[config.mk]
export PLATFORM = sky130hd
export DESIGN_NAME = game_timer
export DESIGN_NICKNAME = d
export VERILOG_FILES = /design/src/rtl/game_timer.sv
export SDC_FILE = /design/constraint.sdc
export NUM_CORES = 1
export LEC_CHECK = 0
export ABC_AREA = 1
export BUFFER_PORTS_ARGS = -buffer_cell sky130_fd_sc_hd__buf_2
export CAP_MARGIN = 10
export CORE_ASPECT_RATIO = 1.5
export CORE_UTILIZATION = 40
export CTS_BUF_LIST = sky130_fd_sc_hd__clkbuf_4 sky130_fd_sc_hd__clkbuf_8 sky130_fd_sc_hd__clkbuf_16
export DETAILED_ROUTE_END_ITERATION = 6
export PLACE_DENSITY = 0.64
export SYNTH_ARGS = -nofsm -noshare
export SYNTH_HDL_FRONTEND = slang
export SYNTH_SLANG_ARGS = --single-unit
[constraint.sdc]
create_clock -name clk -period 3.4 [get_ports clk]
set_clock_uncertainty 0.2 [all_clocks]
set_input_delay 0.68 -clock clk [delete_from_list [all_inputs] [get_ports clk]]
set_output_delay 0.68 -clock clk [all_outputs]
set_load 0.01 [all_outputs]
[src/rtl/game_timer.sv]
// Countdown game timer: BCD seconds display driven by a 1 Hz strobe sampled in the clk domain.
// Start reloads and runs, pause toggles run/pause, and time_up holds after the count expires.
module game_timer #(
  parameter int START_SEC = 60
) (
  input  logic       clk,
  input  logic       rst,
  input  logic       clk_1hz,
  input  logic       start,
  input  logic       pause,
  output logic [3:0] sec_tens,
  output logic [3:0] sec_ones,
  output logic       running,
  output logic       sec_tick,
  output logic       last10,
  output logic       time_up
);

  typedef enum logic [1:0] {IDLE, RUN, PAUSE, DONE} state_t;

  localparam logic [3:0] START_TENS = 4'(START_SEC / 10);
  localparam logic [3:0] START_ONES = 4'(START_SEC % 10);

  state_t     state, state_n;
  logic       clk_1hz_d;
  logic       tick;
  logic [3:0] tens_n, ones_n;
  logic       sec_tick_n;
  logic       at_one;

  assign tick   = clk_1hz & ~clk_1hz_d;
  assign at_one = (sec_tens == 4'd0) && (sec_ones == 4'd1);

  always_ff @(posedge clk or posedge rst) begin
    if (rst) begin
      state     <= IDLE;
      clk_1hz_d <= 1'b0;
      sec_tens  <= START_TENS;
      sec_ones  <= START_ONES;
      sec_tick  <= 1'b0;
    end else begin
      state     <= state_n;
      clk_1hz_d <= clk_1hz;
      sec_tens  <= tens_n;
      sec_ones  <= ones_n;
      sec_tick  <= sec_tick_n;
    end
  end

  // Priority: start beats everything, then pause beats a same-cycle tick.
  always_comb begin
    state_n    = state;
    tens_n     = sec_tens;
    ones_n     = sec_ones;
    sec_tick_n = 1'b0;
    if (start) begin
      state_n = RUN;
      tens_n  = START_TENS;
      ones_n  = START_ONES;
    end else begin
      case (state)
        IDLE: begin
          tens_n = START_TENS;
          ones_n = START_ONES;
        end
        RUN: begin
          if (pause) begin
            state_n = PAUSE;
          end else if (tick) begin
            sec_tick_n = 1'b1;
            if (at_one) begin
              state_n = DONE;
              tens_n  = 4'd0;
              ones_n  = 4'd0;
            end else if (sec_ones == 4'd0) begin
              ones_n = 4'd9;
              tens_n = (sec_tens == 4'd0) ? 4'd0 : sec_tens - 4'd1;
            end else begin
              ones_n = sec_ones - 4'd1;
            end
          end
        end
        PAUSE: begin
          if (pause) state_n = RUN;
        end
        DONE: begin
          tens_n = 4'd0;
          ones_n = 4'd0;
        end
        default: state_n = IDLE;
      endcase
    end
  end

  assign running = (state == RUN);
  assign time_up = (state == DONE);
  assign last10  = ((state == RUN) || (state == PAUSE)) &&
                   ((sec_tens == 4'd0) || ((sec_tens == 4'd1) && (sec_ones == 4'd0)));

endmodule

==> summary.log, run 1 <==
[finish] Fill cells 194
[clocking] insertion delay of the later-clocked pin in the worst-skew pair 0.27 ns
[setup_path] worst path required time 2.52 ns
[setup_path] critical path capture point type output port
[clocking] count of hold-fix buffers inserted at cts 0
[setup_path] worst path bufs/invs 2
[clocking] Post-CTS Setup Repair Bufs 0
[die] number of placed I/O pins 17
[logic_synthesis] synthesized-area fraction occupied by ao, oa, aoi and oai cells 0.0955
[setup_path] cell breakdown of the critical path inv_1 -> ha_1 -> nor2_1 -> nand2_1 -> a21oi_1 -> buf_2
[clocking] clock root buffer sky130_fd_sc_hd__clkbuf_4
[die] DIE AREA 2190 sq um
[die] placeable core region 1850 sq um
[finish] area grow syn2layout 16.1%
[sta] Total Negative Setup Slacks 0 ns
[routing] initial detailed-routing violation count 19
[global_routing] global route total overflow 0
[die] Initial Utilization 0.431
[routing] highest routed metal layer met4
[place] number of placed instances, taps included 156
[job] count of maximum capacitance violations 0
[clocking] number of resized instances in the post-cts repair step 0
[routing] ANT nets after route 0
[logic_synthesis] post-synthesis cell type count 20
[sta] Tightest Pin Transition 0.454 ns
[routing] DRC violations left 0
[sta] final hold violation count 0
[logic_synthesis] largest family of logic cells by synthesized area simple AND/OR/NAND/NOR gates
[clocking] number of H-tree branching levels 1
[finish] ant diodes 0
[sta] minimum period implied by the final worst setup slack 2.38 ns
[finish] area taken by flip-flops and latches 303 sq um
[setup_path] critical path data arrival time 1.50 ns
[place] input/output buffers 16
[routing] wire length the detailed router placed on met1 712 um
[setup_path] element type at the critical path start flop
[power] static leakage power 0.544 nW
[routing] met2 wire len 894 um
[sta] setup repair after global routing missed its margin false
[logic_synthesis] part of the Yosys area used for sequential elements 0.379
[clocking] Max clock buf depth 2
[routing] total met3 wirelength after detailed routing 58 um
[logic_synthesis] proportion of synthesized area in mux cells 0
[sta] post-route setup slack 1.02 ns
[logic_synthesis] number of warnings issued by yosys 0
[min_path] Hold Path Class in -> async
[clocking] number of buffers created by CTS 3
[logic_synthesis] XOR/XNOR Fraction of Synth Area 0.0110
[routing] overall via count from detail_route 786
[finish] most common cell after layout, fill and taps aside sky130_fd_sc_hd__nand2_1
[place] area of placed instances 906 sq um
[global_routing] maximum number of pins on one net before global-route repair 13
[global_routing] overall global routing resource usage 0.188
[global_routing] number of antenna violations at the first check in global routing 0
[setup_path] kind of cell adding the most delay to the critical path flip-flops
[clocking] CTS tree built
[routing] WL per Instance 10.8 um
[sta] normalized max-slew margin 0.697
[sta] number of slew-limit violations in the final report 0
[routing] first-pass detailed-route iteration total 4
[finish] proportion of layout cells with a drive suffix above 1 0.196
[sta] Setup-failing EPs final 0
[routing] wire length reported by the detailed router 1710 um
[global_routing] via count of the first global-routing pass 731
[finish] Layout Nets 148
[routing] vias per cell 4.94
[clocking] clock transition at the registers of the reported paths 0.07 ns
[run_status] status completed
[sta] part of the cycle the worst path needs 0.699
[power] Power per Cell Area 752 nW/um^2
[finish] commonest non-fill, non-tap cells in the layout sky130_fd_sc_hd__nand2_1 (44), sky130_fd_sc_hd__nor2_1 (16), sky130_fd_sc_hd__buf_2 (16), sky130_fd_sc_hd__inv_1 (15), sky130_fd_sc_hd__dfrtp_1 (10)
[die] Die Height 56.8 um
[clocking] clock sink count 12
[die] DIE WIDTH 38.5 um
[power] Peak supply drop 321 uV
[logic_synthesis] summed instance area of the synthesized netlist 800 sq um
[logic_synthesis] Net Count, Synth 127
[logic_synthesis] Seq cells post-synth 12
[setup_path] Slowest cell on crit path sky130_fd_sc_hd__dfrtp_1
[place] Final HPWL DP 1370 um
[place] dpl ws 1.32 ns
[sta] Fmax achieved 421 MHz
[setup_path] Worst Path Max Fanout 4
[logic_synthesis] share of synthesized cell area in full adder, half adder and majority cells 0.0469
[logic_synthesis] number of instances in the synthesized netlist 119
[setup_path] CP Class reg -> out
[setup_path] Crit path largest cell delay 0.40 ns
[finish] area of all placed cells without fillers 928 sq um
[die] number of placement rows 19
[logic_synthesis] simple logic cell fraction of the synthesized area 0.388
[finish] post-route non-filler standard cell count 159
[finish] area of the multi-input gates 433 sq um
[power] total power draw 698 uW
[place] routability congestion estimate from global placement 0.798
[logic_synthesis] Avg Cell Area, Syn 6.72 sq um
[global_routing] first-pass GRT wire length 2930 um
-- per-layer routing --
metal | up-vias | GRT usage
met5 | - | 0
met1 | 355 | 0.199
met2 | 18 | 0.307
li1 | 409 | -
met4 | 0 | 0.123
met3 | 4 | 0.0474
-- stage by stage --
step | util | hold slack [ns]
5_1_grt | 0.501 | 0.243
3_5_place_dp | 0.489 | 0.282
6_report | 0.501 | 0.202
3_3_place_gp | 0.489 | 0.276
4_1_cts | 0.501 | 0.218
2_1_floorplan | - | 0.284
-- path summary, 6_finish.rpt --
kind                       cells past startpoint         from           to  slack (ns)
setup / recovery                               6     state[0]       last10        1.02
hold / removal                                 2          rst  sec_ones[0]        0.20
setup reg to reg                               7     state[1]  sec_tens[0]        1.61
hold reg to reg                                2  sec_tens[2]  sec_tens[2]        0.29
max in group asynchronous                      2          rst  sec_tens[1]        2.46
min in group clk                               2  sec_tens[2]  sec_tens[2]        0.29
-- flip-flops by register name (all words and copies together), names as in the netlist --
| name | flops |
|---|---|
| state | 2 |
| sec_tens | 4 |
| clk_1hz_d | 1 |
| sec_tick | 1 |
| sec_ones | 4 |
-- Yosys cell counts --
cell type	instances	area, sq um
sky130_fd_sc_hd__a21boi_0	1	7.51
sky130_fd_sc_hd__a21oi_1	2	10.0
sky130_fd_sc_hd__a21oi_4	1	16.3
sky130_fd_sc_hd__dfrtp_1	10	250
sky130_fd_sc_hd__dfstp_2	2	52.6
sky130_fd_sc_hd__ha_1	3	37.5
sky130_fd_sc_hd__inv_1	15	56.3
sky130_fd_sc_hd__inv_2	2	7.51
sky130_fd_sc_hd__nand2_1	44	165
sky130_fd_sc_hd__nand2_2	1	6.26
sky130_fd_sc_hd__nand2_4	1	11.3
sky130_fd_sc_hd__nand3_1	7	35.0
sky130_fd_sc_hd__nand3_2	1	10.0
sky130_fd_sc_hd__nand3b_1	1	7.51
sky130_fd_sc_hd__nor2_1	16	60.1
sky130_fd_sc_hd__nor3_1	3	15.0
sky130_fd_sc_hd__o21ai_0	5	25.0
sky130_fd_sc_hd__o21ai_1	2	10.0
sky130_fd_sc_hd__o21bai_1	1	7.51
sky130_fd_sc_hd__xor2_1	1	8.76
-- power breakdown --
part           internal (mW)  total, mW  switching, mW
Clock                 0.0410     0.0863         0.0453
Combinational          0.141      0.387          0.247
Sequential             0.188      0.225         0.0369
Total                  0.369      0.698          0.329
-- logic make-up (layout without fill, tap and decap cells) --
family	after synthesis	after routing
AO/OA/AOI/OAI	12	12
XOR/XNOR	1	1
adder cells (fa/ha/maj)	3	3
buffers and inverters	17	36
flip-flops	12	12
AND/OR/NAND/NOR	74	74
-- area by class of cell --
class                      instances  share of cell area
clock buffer                       3              0.0243
inverter                          17              0.0687
multi-input combinational         90               0.466
sequential                        12               0.326
tap                               21              0.0283
timing repair buffer              16              0.0863
Note: power is estimated with default switching activity, not from simulation.
==> inputs of run 2 (changes only) <==
Settings changed: PLACE_DENSITY 0.64 to 0.66.
Clock period 3.4 ns to 2.1 ns, I/O delays scaled along.
==> summary.log, run 2 (same netlist as run 1, synthesis figures left out) <==
[run_status] status completed
[power] Net Sw Frac 0.461 [-0.0102]
[routing] wire length reported by the detailed router 1790 um [+4.5%]
[global_routing] maximum number of pins on one net before global-route repair 13 [unchanged]
[job] count of maximum capacitance violations 0 [unchanged]
[finish] post-route non-filler standard cell count 163 [+2.5%]
[power] Power per Cell Area 1230 nW/um^2 [+64%]
[sta] Total Negative Setup Slacks 0 ns [unchanged]
[global_routing] global route total overflow 0 [unchanged]
[place] area of placed instances 906 sq um [unchanged]
[routing] overall via count from detail_route 790 [+0.51%]
[setup_path] Crit path largest cell delay 0.44 ns [+0.04 ns]
[power] internal power 651 uW [+76%]
[sta] minimum period implied by the final worst setup slack 1.99 ns
[sta] final hold violation count 0 [unchanged]
[place] routability congestion estimate from global placement 0.850 [+6.5%]
[routing] ANT nets after route 0 [unchanged]
[die] placeable core region 1850 sq um [unchanged]
[place] number of placed instances, taps included 156 [unchanged]
[global_routing] first-pass GRT wire length 3060 um [+4.2%]
[clocking] CTS tree built
[setup_path] worst path required time 1.48 ns [-1.04 ns]
[clocking] number of H-tree branching levels 1 [unchanged]
[finish] final core utilization 0.528 [+0.0277]
[power] combinational share of power 0.580 [+0.025]
[global_routing] overall global routing resource usage 0.198 [+0.00997]
[finish] area taken by flip-flops and latches 304 sq um [+0.41%]
[sta] post-route setup slack 0.112 ns [-0.910 ns]
[finish] ant diodes 0 [unchanged]
[die] number of placed I/O pins 17 [unchanged]
[global_routing] number of antenna violations at the first check in global routing 0 [unchanged]
[routing] initial detailed-routing violation count 15 [-4]
[clocking] clock sink count 12 [unchanged]
[power] part of the total power dissipated in the clock network 0.120 [-0.004]
[finish] Layout Nets 152 [+2.7%]
[routing] first-pass detailed-route iteration total 4 [unchanged]
[setup_path] beginning of the worst register-to-register path state[0]
[power] Reg power frac 0.300 [-0.022]
[finish] area of all placed cells without fillers 980 sq um [+5.5%]
[die] number of placement rows 19 [unchanged]
[setup_path] CP Class reg -> out
[die] DIE AREA 2190 sq um [unchanged]
[min_path] Worst Hold Launch clk_1hz
[finish] area grow syn2layout 22.5%
[setup_path] R2R setup slack 0.24 ns [-1.37 ns]
[setup_path] critical path capture point type output port
[sta] setup repair after global routing missed its margin false
[die] Initial Utilization 0.431 [unchanged]
[sta] Setup-failing EPs final 0 [unchanged]
[sta] Tightest Pin Transition 0.484 ns [+0.0303 ns]
[clocking] clock transition at the registers of the reported paths 0.07 ns [about the same]
[setup_path] critical path data arrival time 1.37 ns [-0.13 ns]
[global_routing] via count of the first global-routing pass 733 [+0.27%]
[clocking] Max clock buf depth 2 [unchanged]
[sta] number of slew-limit violations in the final report 0 [unchanged]
[die] Die Height 56.8 um [unchanged]
[setup_path] capture instance of the worst register-to-register path sec_tens[0]
[setup_path] end of the critical path running
[routing] DRC violations left 0 [unchanged]
[sta] normalized max-slew margin 0.677 [-0.0202]
[power] static leakage power 0.560 nW [+3.0%]
[finish] most common cell after layout, fill and taps aside sky130_fd_sc_hd__nand2_1
[setup_path] Worst Path Max Fanout 9 [+5]
[setup_path] Slowest cell on crit path sky130_fd_sc_hd__dfrtp_1
[clocking] clock root buffer sky130_fd_sc_hd__clkbuf_4
[finish] proportion of layout cells with a drive suffix above 1 0.246 [+0.0508]
[power] Peak supply drop 587 uV [+83%]
[routing] vias per cell 4.85 [-2.0%]
[setup_path] Worst R2R Path Depth 8 [+1]
[setup_path] element type at the critical path start flop
[setup_path] cell breakdown of the critical path inv_1 -> ha_1 -> buf_2
[power] net switching power 556 uW [+69%]
[clocking] number of buffers created by CTS 3 [unchanged]
[clocking] insertion delay of the later-clocked pin in the worst-skew pair 0.28 ns [about the same]
[routing] WL per Instance 11.0 um [+1.9%]
[place] dpl ws 0.294 ns [-1.03 ns]
[finish] Fill cells 206 [+6.2%]
[sta] Fmax achieved 503 MHz
[die] DIE WIDTH 38.5 um [unchanged]
[place] Final HPWL DP 1370 um [+0.43%]
[place] input/output buffers 16 [unchanged]
[finish] area of the multi-input gates 450 sq um [+4.0%]
[finish] commonest non-fill, non-tap cells in the layout sky130_fd_sc_hd__nand2_1 (43), sky130_fd_sc_hd__buf_2 (16), sky130_fd_sc_hd__nor2_1 (15), sky130_fd_sc_hd__inv_1 (14), sky130_fd_sc_hd__dfrtp_1 (9)
[min_path] Hold Path Class in -> reg
[setup_path] CP Launch Point state[1]
[sta] part of the cycle the worst path needs 0.947
[finish] largest registers in the final layout sec_ones x4, sec_tens x4, state x2
-- run 2: area by class of cell --
type | count | area share
Multi-Input combinational cell | 90 | 0.460
Sequential cell | 12 | 0.310
Timing Repair Buffer | 20 | 0.115
Inverter | 17 | 0.0651
Tap cell | 21 | 0.0268
Clock buffer | 3 | 0.0230
-- run 2: routing by layer --
metal	global-route usage	wire length, um	vias to the layer above
li1	-	-	419
met1	0.235	750	356
met2	0.321	961	11
met3	0.0356	43	4
met4	0.103	33	0
met5	0	0	-
-- run 2: worst min path at each step --
| stage | end | slack [ns] | cells after the start |
|---|---|---|---|
| 3_3_place_gp | sec_ones[3] | 0.25 | 2 |
| 6_report | clk_1hz_d | 0.07 | 1 |
| 4_1_cts | clk_1hz_d | 0.06 | 1 |
| 2_1_floorplan | clk_1hz_d | 0.08 | 1 |
| 3_5_place_dp | sec_ones[3] | 0.27 | 2 |
| 5_1_grt | clk_1hz_d | 0.07 | 1 |
-- run 2: power groups by stage --
stage	combinational, mW	clock, mW	sequential [mW]
2_1_floorplan	0.462	0	0.373
3_3_place_gp	0.622	0	0.365
3_5_place_dp	0.634	0	0.370
4_1_cts	0.657	0.153	0.358
5_1_grt	0.808	0.160	0.374
6_report	0.700	0.144	0.362
-- run 2: through the flow --
step | hold slack, ns | power [mW]
after floorplan | 0.0833 | 0.835
after CTS | 0.0621 | 1.17
final | 0.0738 | 1.21
after detailed placement | 0.268 | 1.00
after global placement | 0.253 | 0.987
after global routing | 0.0651 | 1.34
-- run 2: what timing repair did --
item,CTS,global route
gates resized for setup,0,5
hold buffers,1,0
hold endpoints to repair,10,0
setup buffers,1,2
pin swaps,0,1
cloned,0,0
endpoints found under the setup margin,1,1
-- run 2: critical path: cells and delay by family (launching register included) --
kind	cells	cell delay, ns
buffers and inverters	2	0.28
DFF	1	0.44
adders and majority gates	1	0.36
